$ cat src/rtl/tdc_scan_master.sv
// rtl/tdc_scan_master.sv - serial capture/shift/update initiator for UDR chains
`timescale 1ns/1ps

module tdc_scan_master #(
    parameter int DR_LENGTH = 16,
    parameter int CNT_W     = $clog2(DR_LENGTH + 1)
) (
    input  logic                 clk,
    input  logic                 rst_n,
    input  logic                 start,
    input  logic                 upd_en,
    input  logic [DR_LENGTH-1:0] wdata,
    output logic                 scan_capture,
    output logic                 scan_shift,
    output logic                 scan_update,
    output logic                 scan_sdo,
    input  logic                 scan_sdi,
    output logic                 busy,
    output logic                 done,
    output logic [DR_LENGTH-1:0] rdata
);

    typedef enum logic [1:0] {
        IDLE    = 2'd0,
        CAPTURE = 2'd1,
        SHIFT   = 2'd2,
        UPDATE  = 2'd3
    } state_t;

    localparam logic [CNT_W-1:0] CNT_LAST = CNT_W'(DR_LENGTH - 1);
    localparam logic [CNT_W-1:0] CNT_MAX  = CNT_W'(DR_LENGTH);

    state_t               state_q, state_d;
    logic [DR_LENGTH-1:0] wsh_q, wsh_d;
    logic [DR_LENGTH-1:0] rd_q, rd_d;
    logic [DR_LENGTH-1:0] rdata_q, rdata_d;
    logic [CNT_W-1:0]     cnt_q, cnt_d;
    logic                 upd_q, upd_d;
    logic                 capture_q, capture_d;
    logic                 shift_q, shift_d;
    logic                 update_q, update_d;
    logic                 sdo_q, sdo_d;
    logic                 busy_q, busy_d;
    logic                 done_q, done_d;

    always_comb begin
        state_d = state_q;
        wsh_d   = wsh_q;
        rd_d    = rd_q;
        rdata_d = rdata_q;
        cnt_d   = cnt_q;
        upd_d   = upd_q;
        done_d  = 1'b0;

        case (state_q)
            IDLE: begin
                cnt_d = '0;
                if (start) begin
                    wsh_d   = wdata;
                    upd_d   = upd_en;
                    state_d = CAPTURE;
                end
            end
            CAPTURE: begin
                state_d = SHIFT;
            end
            SHIFT: begin
                wsh_d = wsh_q >> 1;
                rd_d  = {scan_sdi, rd_q[DR_LENGTH-1:1]};
                if (cnt_q != CNT_MAX) begin
                    cnt_d = cnt_q + CNT_W'(1);
                end
                if (cnt_q == CNT_LAST) begin
                    if (upd_q) begin
                        state_d = UPDATE;
                    end else begin
                        state_d = IDLE;
                        done_d  = 1'b1;
                    end
                end
            end
            UPDATE: begin
                state_d = IDLE;
                done_d  = 1'b1;
            end
            default: begin
                state_d = IDLE;
            end
        endcase

        // Outputs are decoded from the next state so every pin comes straight off a flop.
        capture_d = (state_d == CAPTURE);
        shift_d   = (state_d == SHIFT);
        update_d  = (state_d == UPDATE);
        busy_d    = (state_d != IDLE);
        sdo_d     = (state_d == SHIFT) ? wsh_d[0] : sdo_q;
        if (done_d) begin
            rdata_d = rd_d;
        end
    end

    always_ff @(posedge clk or negedge rst_n) begin
        if (!rst_n) begin
            state_q   <= IDLE;
            wsh_q     <= '0;
            rd_q      <= '0;
            rdata_q   <= '0;
            cnt_q     <= '0;
            upd_q     <= 1'b0;
            capture_q <= 1'b0;
            shift_q   <= 1'b0;
            update_q  <= 1'b0;
            sdo_q     <= 1'b0;
            busy_q    <= 1'b0;
            done_q    <= 1'b0;
        end else begin
            state_q   <= state_d;
            wsh_q     <= wsh_d;
            rd_q      <= rd_d;
            rdata_q   <= rdata_d;
            cnt_q     <= cnt_d;
            upd_q     <= upd_d;
            capture_q <= capture_d;
            shift_q   <= shift_d;
            update_q  <= update_d;
            sdo_q     <= sdo_d;
            busy_q    <= busy_d;
            done_q    <= done_d;
        end
    end

    assign scan_capture = capture_q;
    assign scan_shift   = shift_q;
    assign scan_update  = update_q;
    assign scan_sdo     = sdo_q;
    assign busy         = busy_q;
    assign done         = done_q;
    assign rdata        = rdata_q;

endmodule

$ cat config.mk
export PLATFORM = sky130hd
export DESIGN_NAME = tdc_scan_master
export DESIGN_NICKNAME = d
export VERILOG_FILES = /design/src/rtl/tdc_scan_master.sv
export SDC_FILE = /design/constraint.sdc
export NUM_CORES = 1
export LEC_CHECK = 0
export CELL_PAD_IN_SITES_DETAIL_PLACEMENT = 1
export CELL_PAD_IN_SITES_GLOBAL_PLACEMENT = 2
export CORE_MARGIN = 3
export CORE_UTILIZATION = 38
export CTS_BUF_LIST = sky130_fd_sc_hd__clkbuf_16
export DETAILED_ROUTE_END_ITERATION = 7
export GPL_TIMING_DRIVEN = 0
export HOLD_SLACK_MARGIN = 0.1
export PLACE_DENSITY = 0.95
export REMOVE_ABC_BUFFERS = 1
export SETUP_SLACK_MARGIN = 0.3
export SYNTH_ARGS = -nofsm -noshare
export SYNTH_HDL_FRONTEND = slang
export SYNTH_SLANG_ARGS = --single-unit
$ cat constraint.sdc
create_clock -name clk -period 4.2 [get_ports clk]
set_input_delay 0.84 -clock clk [delete_from_list [all_inputs] [get_ports clk]]
set_output_delay 0.84 -clock clk [all_outputs]
set_load 0.03 [all_outputs]
# Yosys cells after proc, flatten, opt, wreduce, memory -nomap -nowiden
# Index checks and enable logic that the tools add are counted.
# W data, S select, Z words.
# word_totals
ff_bits,62
latch_bits,0
mem_bits_rw,0
rom_bits,0
inputBits,21
out_inout_bits,22
word_cells,42
memories,0
# classes
add_sub_neg,1
multipliers,0
n_div,0
order_cmp,0
n_eq_ne,10
n_shift,0
n_mux,12
bitwise_logic,0
reduce_logical,6
# op_table
cell,n
$mux W16,2
$pmux W16 S2,1
$pmux W5 S2,1
$eq A2 B2 Y1 const B,4
$pmux W2 S4,1
$mux W2,3
$reduce_and A2 Y1,3
$add A5 B1 Y5 const B,1
$eq A5 B4 Y1 const B,1
$mux W5,1
$ne A5 B5 Y1 const B,1
$eq A2 B1 Y1 const B,2
$ne A2 B2 Y1 const B,2
$reduce_bool A2 Y1,2
$logic_not A2 Y1,1
$mux W1,2
$pmux W1 S2,1

# Logic depth before layout (Yosys ltp)
# Gate-level depths: netlist (run 1).
# logic_depth
word_depth,4
mapped_depth,7

# Least setup slack after synthesis (run 1)
# No wires, ideal clock.
# synth_path
path_type,register -> register
from,register cnt_q[1]
to,register rdata_q[3] (netlist: rdata[3])
setup_time_ps,125
arrival_ps,1796
required_ps,4075
setup_slack_ps,2280
stages_incl_launch_ff,8
n_path_buf,1
period_less_slack_ps,1920
cell_sequence,dfrtp_1 > ha_1 > and3_1 > ha_1 > nand2b_1 > a21oi_4 > buf_6 > mux2_2
# synth_via
elab_chain_len,3
# synth_rtl
element,line_no,rtl
start: declaration,37,"logic [CNT_W-1:0] cnt_q, cnt_d;"
start signal: assignment,121,cnt_q <= cnt_d;
$eq A5 B4 Y1,73,if (cnt_q == CNT_LAST) begin
$mux W1,73,
$pmux W1 S2,55,case (state_q)
named net done_d,44,"logic done_q, done_d;"
end signal: assignment,120,rdata_q <= rdata_d;
end: declaration,36,"logic [DR_LENGTH-1:0] rdata_q, rdata_d;"
# The timed path passes the listed nets, and every way through them passes these cells.
# A chain may end at the register's enable or synchronous reset.

# Worst setup path after layout (run 1)
# layout_path
from,input port start
to,register sdo_q (netlist: scan_sdo)
# layout_via
elab_chain_len,3
elab_cells_between_ends,5
classes_between,1 x eq/ne; 4 x mux
# layout_rtl
element,line_no,rtl
start: declaration,10,"input logic start,"
$mux W2,58,if (start) begin
$pmux W2 S4,55,
$eq A2 B2 Y1,96,sdo_d = (state_d == SHIFT) ? wsh_d[0] : sdo_q;
end signal: assignment,126,sdo_q <= sdo_d;
end: declaration,42,"logic sdo_q, sdo_d;"
# Several ways; a longest one is shown, not always the timed one. The select of a mux whose other input is x is not followed.

==> reports/metrics.cfg, run 1 <==
[outcome]
outcome=complete, no violations

[yosys]
netlist_area_sq_um=2740
yosysUniqueCellTypes=32
avgSynthCellArea_sq_um=12.5
syn_inst=219
ys_seq_area_share_pct=56.5
synth-seq-cells=62
yosysWarningCount=0

[critical_path]
crit_chain=clkdlybuf4s50_1, nor2b_1, nor3b_1, o41ai_1
cp.arrival_ps=3310
path_buf_inv=1
critPathKind=input pin to register
max_stage_delay_ps=1010
cp_top_family=simple AND/OR/NAND/NOR gates
cp_max_fo=21
critPathCaptureType=register
cp_slowest_cell=nor2b_1
regToRegSetupSlack_ps=1710
crit_path_start_kind=input pin
critPathRequiredTime_ps=4400

[sta]
period_share_pct=74.3
finalClockSkew_ps=3.91
rsz0062_at_grt=false
maxSlewHeadroom_pct=20.4
finalSetupViolCount=0
tightest_slew_ps=1190
fmax_mhz=321
fin_crit_ps=3120
hold_viol=0
fin_tns_setup_ps=0
drv_slew=0

[clocking]
cts_buffers=9
cts_setup_buffers=0
clock_latency_ps=320
path_clk_slew_ps=50
clk_path_buf_depth=2
cts_resized=0
holdBufCountCts=0
root_buffer=clkbuf_16
cts_sinks=62
htreeDepth=3
cts_tree=done

[finish]
antenna_cells=0
fin_area_sq_um=3490
syn2layout_area_growth_pct=27.2
final_util_pct=50.5
nets=283
layout-drive-gt1-share_pct=20.5

[placed_design]
place_congestion=0.717
placed_area_sq_um=3210
hpwlAfterDp_um=3760
port-buffer-count=42

[floorplanning]
die_area_sq_um=8280
design.core.area_sq_um=6910
row_count=30
start_util_pct=39.7
die_x_um=91.0
die_height_um=91.0
ios=43

[drt]
wl_um=6190
ant_nets=0
viasPerCell=5.17
post-route-drc-count=0
vias=1856
wl_per_cell_um=17.2
first_pass_iters=4
drt_iter0_markers=118

[power_and_ir_drop]
power.share.switching_pct=35.5
power.total_mw=2.95
power_density_nw_per_um2=845
seqPwrFrac_pct=37.3
p_leak_nw=1.51
ir_worst_vdd_mv=0.398
comb_power_share_pct=38.9
p_clk_share_pct=23.8
switching_power_mw=1.05
p_int_mw=1.90

[global_route]
grt_max_degree=35
grtUsageTotal_pct=16.4
grt_pass1_wl_um=10600
grt_pass1_vias=2041
antenna_found_initial=0
grt-ovfl-total=0

[min_path]
hp-class=register to register

[job]
drv_cap=0

## layer usage
metal	track usage, %	routed length, um
met3	5.22	238
met5	0	0
met4	5.78	92
met1	21.0	2730
met2	26.1	3130
## placed cells by master (no fill, tap or decap), types with 4 or more instances in the layout
master / Yosys / final
a21oi_1: 15 / 15
a22oi_1: 14 / 14
clkbuf_16: 0 / 9
clkdlybuf4s50_1: 0 / 41
dfrtp_1: 62 / 62
inv_1: 7 / 8
mux2_2: 19 / 19
mux2_4: 14 / 14
nand2_1: 4 / 4
nor2_1: 6 / 6
nor2b_1: 17 / 16
o21ai_0: 18 / 18
o22ai_1: 4 / 4
## Yosys cell counts (all sizes together)
cell type   n  area, sq um
dfrtp      62         1550
mux2       33          424
o21ai      18         90.1
nor2b      17          106
a21oi      16         91.3
a22oi      14          105
buf         8         70.1
inv         8         30.0
clkbuf      6         22.5
nor2        6         22.5
nand2       4         15.0
o22ai       4         25.0
ha          3         37.5
nand2b      3         26.3
nor3        3         15.0
and3        2         12.5
mux2i       2         20.0
nand3       2         10.0
a21o        1         7.51
a22o        1         8.76
and4bb      1         12.5
nor3b       1         7.51
o211ai      1         7.51
o21a        1         7.51
o41ai       1         8.76
or3b        1         8.76
## logic make-up after synthesis
logic type               synth area share [%]
multiplexers                             16.2
adder cells (fa/ha/maj)                  1.37
AND/OR/NAND/NOR                          8.62
AO/OA/AOI/OAI                            12.8
buffers and inverters                    4.47
flip-flops                               56.5
## final cells by class
type,instances,area (sq um)
fill,727,3420
sequential,62,1550
multi-input combinational,135,1070
timing repair buffer,43,435
clock buffer,9,225
tap,96,120
clock inverter,6,55.1
inverter,8,30.0
## state kept, by name (all words and copies together) (netlist names), 2 cells and up
register,flops
cnt_q,5
rd_q,16
rdata,16
state_q,2
wsh_q,16
## power by group through the flow
stage	clock network, mW	registers, mW	logic [mW]
after floorplan	0	1.22	0.602
after global placement	0	1.08	1.10
after detailed placement	0	1.10	1.14
after CTS	0.718	1.10	1.16
after global routing	0.752	1.14	1.25
final	0.703	1.10	1.15
## stage by stage
step	std cells	worst slack, ps	hold slack [ps]
2_1_floorplan	205	2030	464
3_3_place_gp	343	300	477
3_5_place_dp	344	745	496
4_1_cts	359	1080	511
5_1_grt	359	881	533
6_report	359	1080	506
## worst paths after layout
path,start,to,cells after the start
setup / recovery,start,scan_sdo,4
hold / removal,rdata[4],rdata[4],1
setup reg to reg,state_q[1],rdata[14],3
hold reg to reg,rdata[4],rdata[4],1
max in group asynchronous,rst_n,wsh_q[5],2
min in group asynchronous,rst_n,rdata[10],1
Power figures use the tool's default switching activity.
==> inputs of run 2 (changes only) <==
Settings changed: CORE_UTILIZATION 38 to 32, PLACE_DENSITY 0.95 to 0.86.
Clock period 4.2 ns to 2.5 ns, I/O delays scaled along.
==> run 2 against run 1 <==
Compared with the run above:
- sequential share of layout area decreased by 0.32 points
- first-iteration DRC count decreased by 68%
- global-route usage decreased by 2.8 points
- count of clock-buffer cells in the layout unchanged
- combinational power increased by 70%
- critical endpoint is now rdata[14]
- setup slack got worse by 580 ps
- worst hold slack got worse by 350 ps
- register-to-register slack got worse by 1200 ps
- critical path depth decreased by 1
- largest power group unchanged
==> reports/metrics.cfg, run 2 (synthesized netlist as in run 1, its figures left out) <==
[drt]
vias=1815  ; -2.2%
post-route-drc-count=0  ; unchanged
viasPerCell=4.89  ; -5.4%
first_pass_iters=4  ; unchanged
ant_nets=0  ; unchanged
wl_per_cell_um=16.7  ; -3.0%
wl_um=6200  ; +0.19%
drt_iter0_markers=38  ; -68%

[global_route]
grt_pass1_vias=2058  ; +0.83%
grt-ovfl-total=0  ; unchanged
antenna_found_initial=0  ; unchanged
grtUsageTotal_pct=13.6  ; -2.8 points
grt_pass1_wl_um=10300  ; -2.6%
grt_max_degree=40  ; +14%

[clocking]
htreeDepth=3  ; unchanged
cts_sinks=62  ; unchanged
cts_tree=done
root_buffer=clkbuf_16
clock_latency_ps=330  ; about the same
path_clk_slew_ps=50  ; about the same
clk_path_buf_depth=2  ; unchanged
cts_buffers=9  ; unchanged

[critical_path]
critPathCaptureType=register
max_stage_delay_ps=650  ; -360 ps
cp_max_fo=26  ; +24%
rr_worst_depth=3  ; unchanged
worstSetupPathDepth=3  ; -1
cp_top_family=multiplexers
cp.arrival_ps=2210  ; -1100 ps
crit_chain=nor2b_4, mux2_2, mux2_2
path_buf_inv=0  ; -1
critPathKind=register to register
critPathRequiredTime_ps=2710  ; -1690 ps
crit_path_start_kind=register
cp_slowest_cell=dfrtp_2
cp_common_cell=mux2_2

[floorplanning]
ios=43  ; unchanged
design.core.area_sq_um=8260  ; +20%
start_util_pct=33.2  ; -6.5 points
die_x_um=98.6  ; +8.4%
die_height_um=98.6  ; +8.4%
die_area_sq_um=9720  ; +17%
row_count=33  ; +10%

[finish]
nets=285  ; +0.71%
final_util_pct=42.6  ; -7.9 points
layout_common_cells=dfrtp_1, clkdlybuf4s50_1, mux2_2, o21ai_0
final_common_cell=dfrtp_1
syn2layout_area_growth_pct=28.3
layout-drive-gt1-share_pct=22.2  ; +1.6 points
antenna_cells=0  ; unchanged

[min_path]
hp-class=input pin to asynchronous set/reset pin

[sta]
finalClockSkew_ps=7.54  ; +3.63 ps
rsz0062_at_grt=false
period_share_pct=79.8
drv_slew=0  ; unchanged
tightest_slew_ps=783  ; -409 ps
finalSetupViolCount=0  ; unchanged
fin_crit_ps=1990
maxSlewHeadroom_pct=47.8  ; +27 points
hold_viol=0  ; unchanged
fmax_mhz=501

[job]
drv_cap=0  ; unchanged

[power_and_ir_drop]
power_density_nw_per_um2=1380  ; +64%
power.total_mw=4.87  ; +65%
ir_worst_vdd_mv=0.807  ; +100%
p_leak_nw=1.53  ; +1.2%

[placed_design]
port-buffer-count=42  ; unchanged
place_congestion=0.705  ; -1.7%
hpwlAfterDp_um=3950  ; +4.9%

[outcome]
outcome=complete, no violations

==> run 2: cell types whose count changed in the layout (fill, tap and decap cells not counted), sizes merged <==
cell and delta:
dlygate4sd2 +1, buf +2, inv +1, clkinv +1, bufinv -1, clkdlybuf4s50 -1
==> run 2: worst paths after layout <==
check,from,end,slack (ps)
max,state_q[1],rdata[14],510
min reg2reg,rd_q[0],rd_q[0],490
min in group clk,rd_q[0],rd_q[0],490
max reg2reg,state_q[1],rdata[14],510
max in group asynchronous,rst_n,state_q[0],1730
min,rst_n,rdata[11],160
==> run 2: through the flow <==
step / std cells / cell area [sq um] / setup TNS (ps) / hold slack, ps / setup slack, ps
6_report: 371 / 3520 / 0 / 156 / 505
5_1_grt: 371 / 3520 / 0 / 196 / 403
2_1_floorplan: 205 / 2650 / 0 / 204 / 328
4_1_cts: 371 / 3520 / 0 / 170 / 505
3_5_place_dp: 353 / 3220 / -8870 / 484 / -647
3_3_place_gp: 352 / 3200 / -73210 / 481 / -1060
==> run 2: routing by layer <==
layer / global-route usage, % / vias to the layer above / routed length [um]
met5: 0 / - / 0
met4: 7.56 / 0 / 120
met3: 4.03 / 9 / 281
met2: 21.5 / 38 / 3030
met1: 16.5 / 909 / 2760
li1: - / 859 / -
==> run 2: report_power, final <==
part,switching (mW),internal [mW]
clock,0.431,0.653
combinational,0.953,1.00
sequential,0.368,1.47
total,1.75,3.12
==> run 2: timing repair <==
action | 4_1_cts | 5_1_grt
gates resized for setup | 7 | 0
endpoints found under the setup margin | 37 | 0
buffers inserted | 2 | 0
hold buffers | 0 | 0
==> run 2: cell type report <==
type	instances	area, sq um
clock inverters	7	33.8
flip-flops and latches	62	1550
clock buffers	9	225
well taps	105	131
inverters	8	30.0
multi-input cells	135	1080
fillers	892	4740
repair buffers	45	462
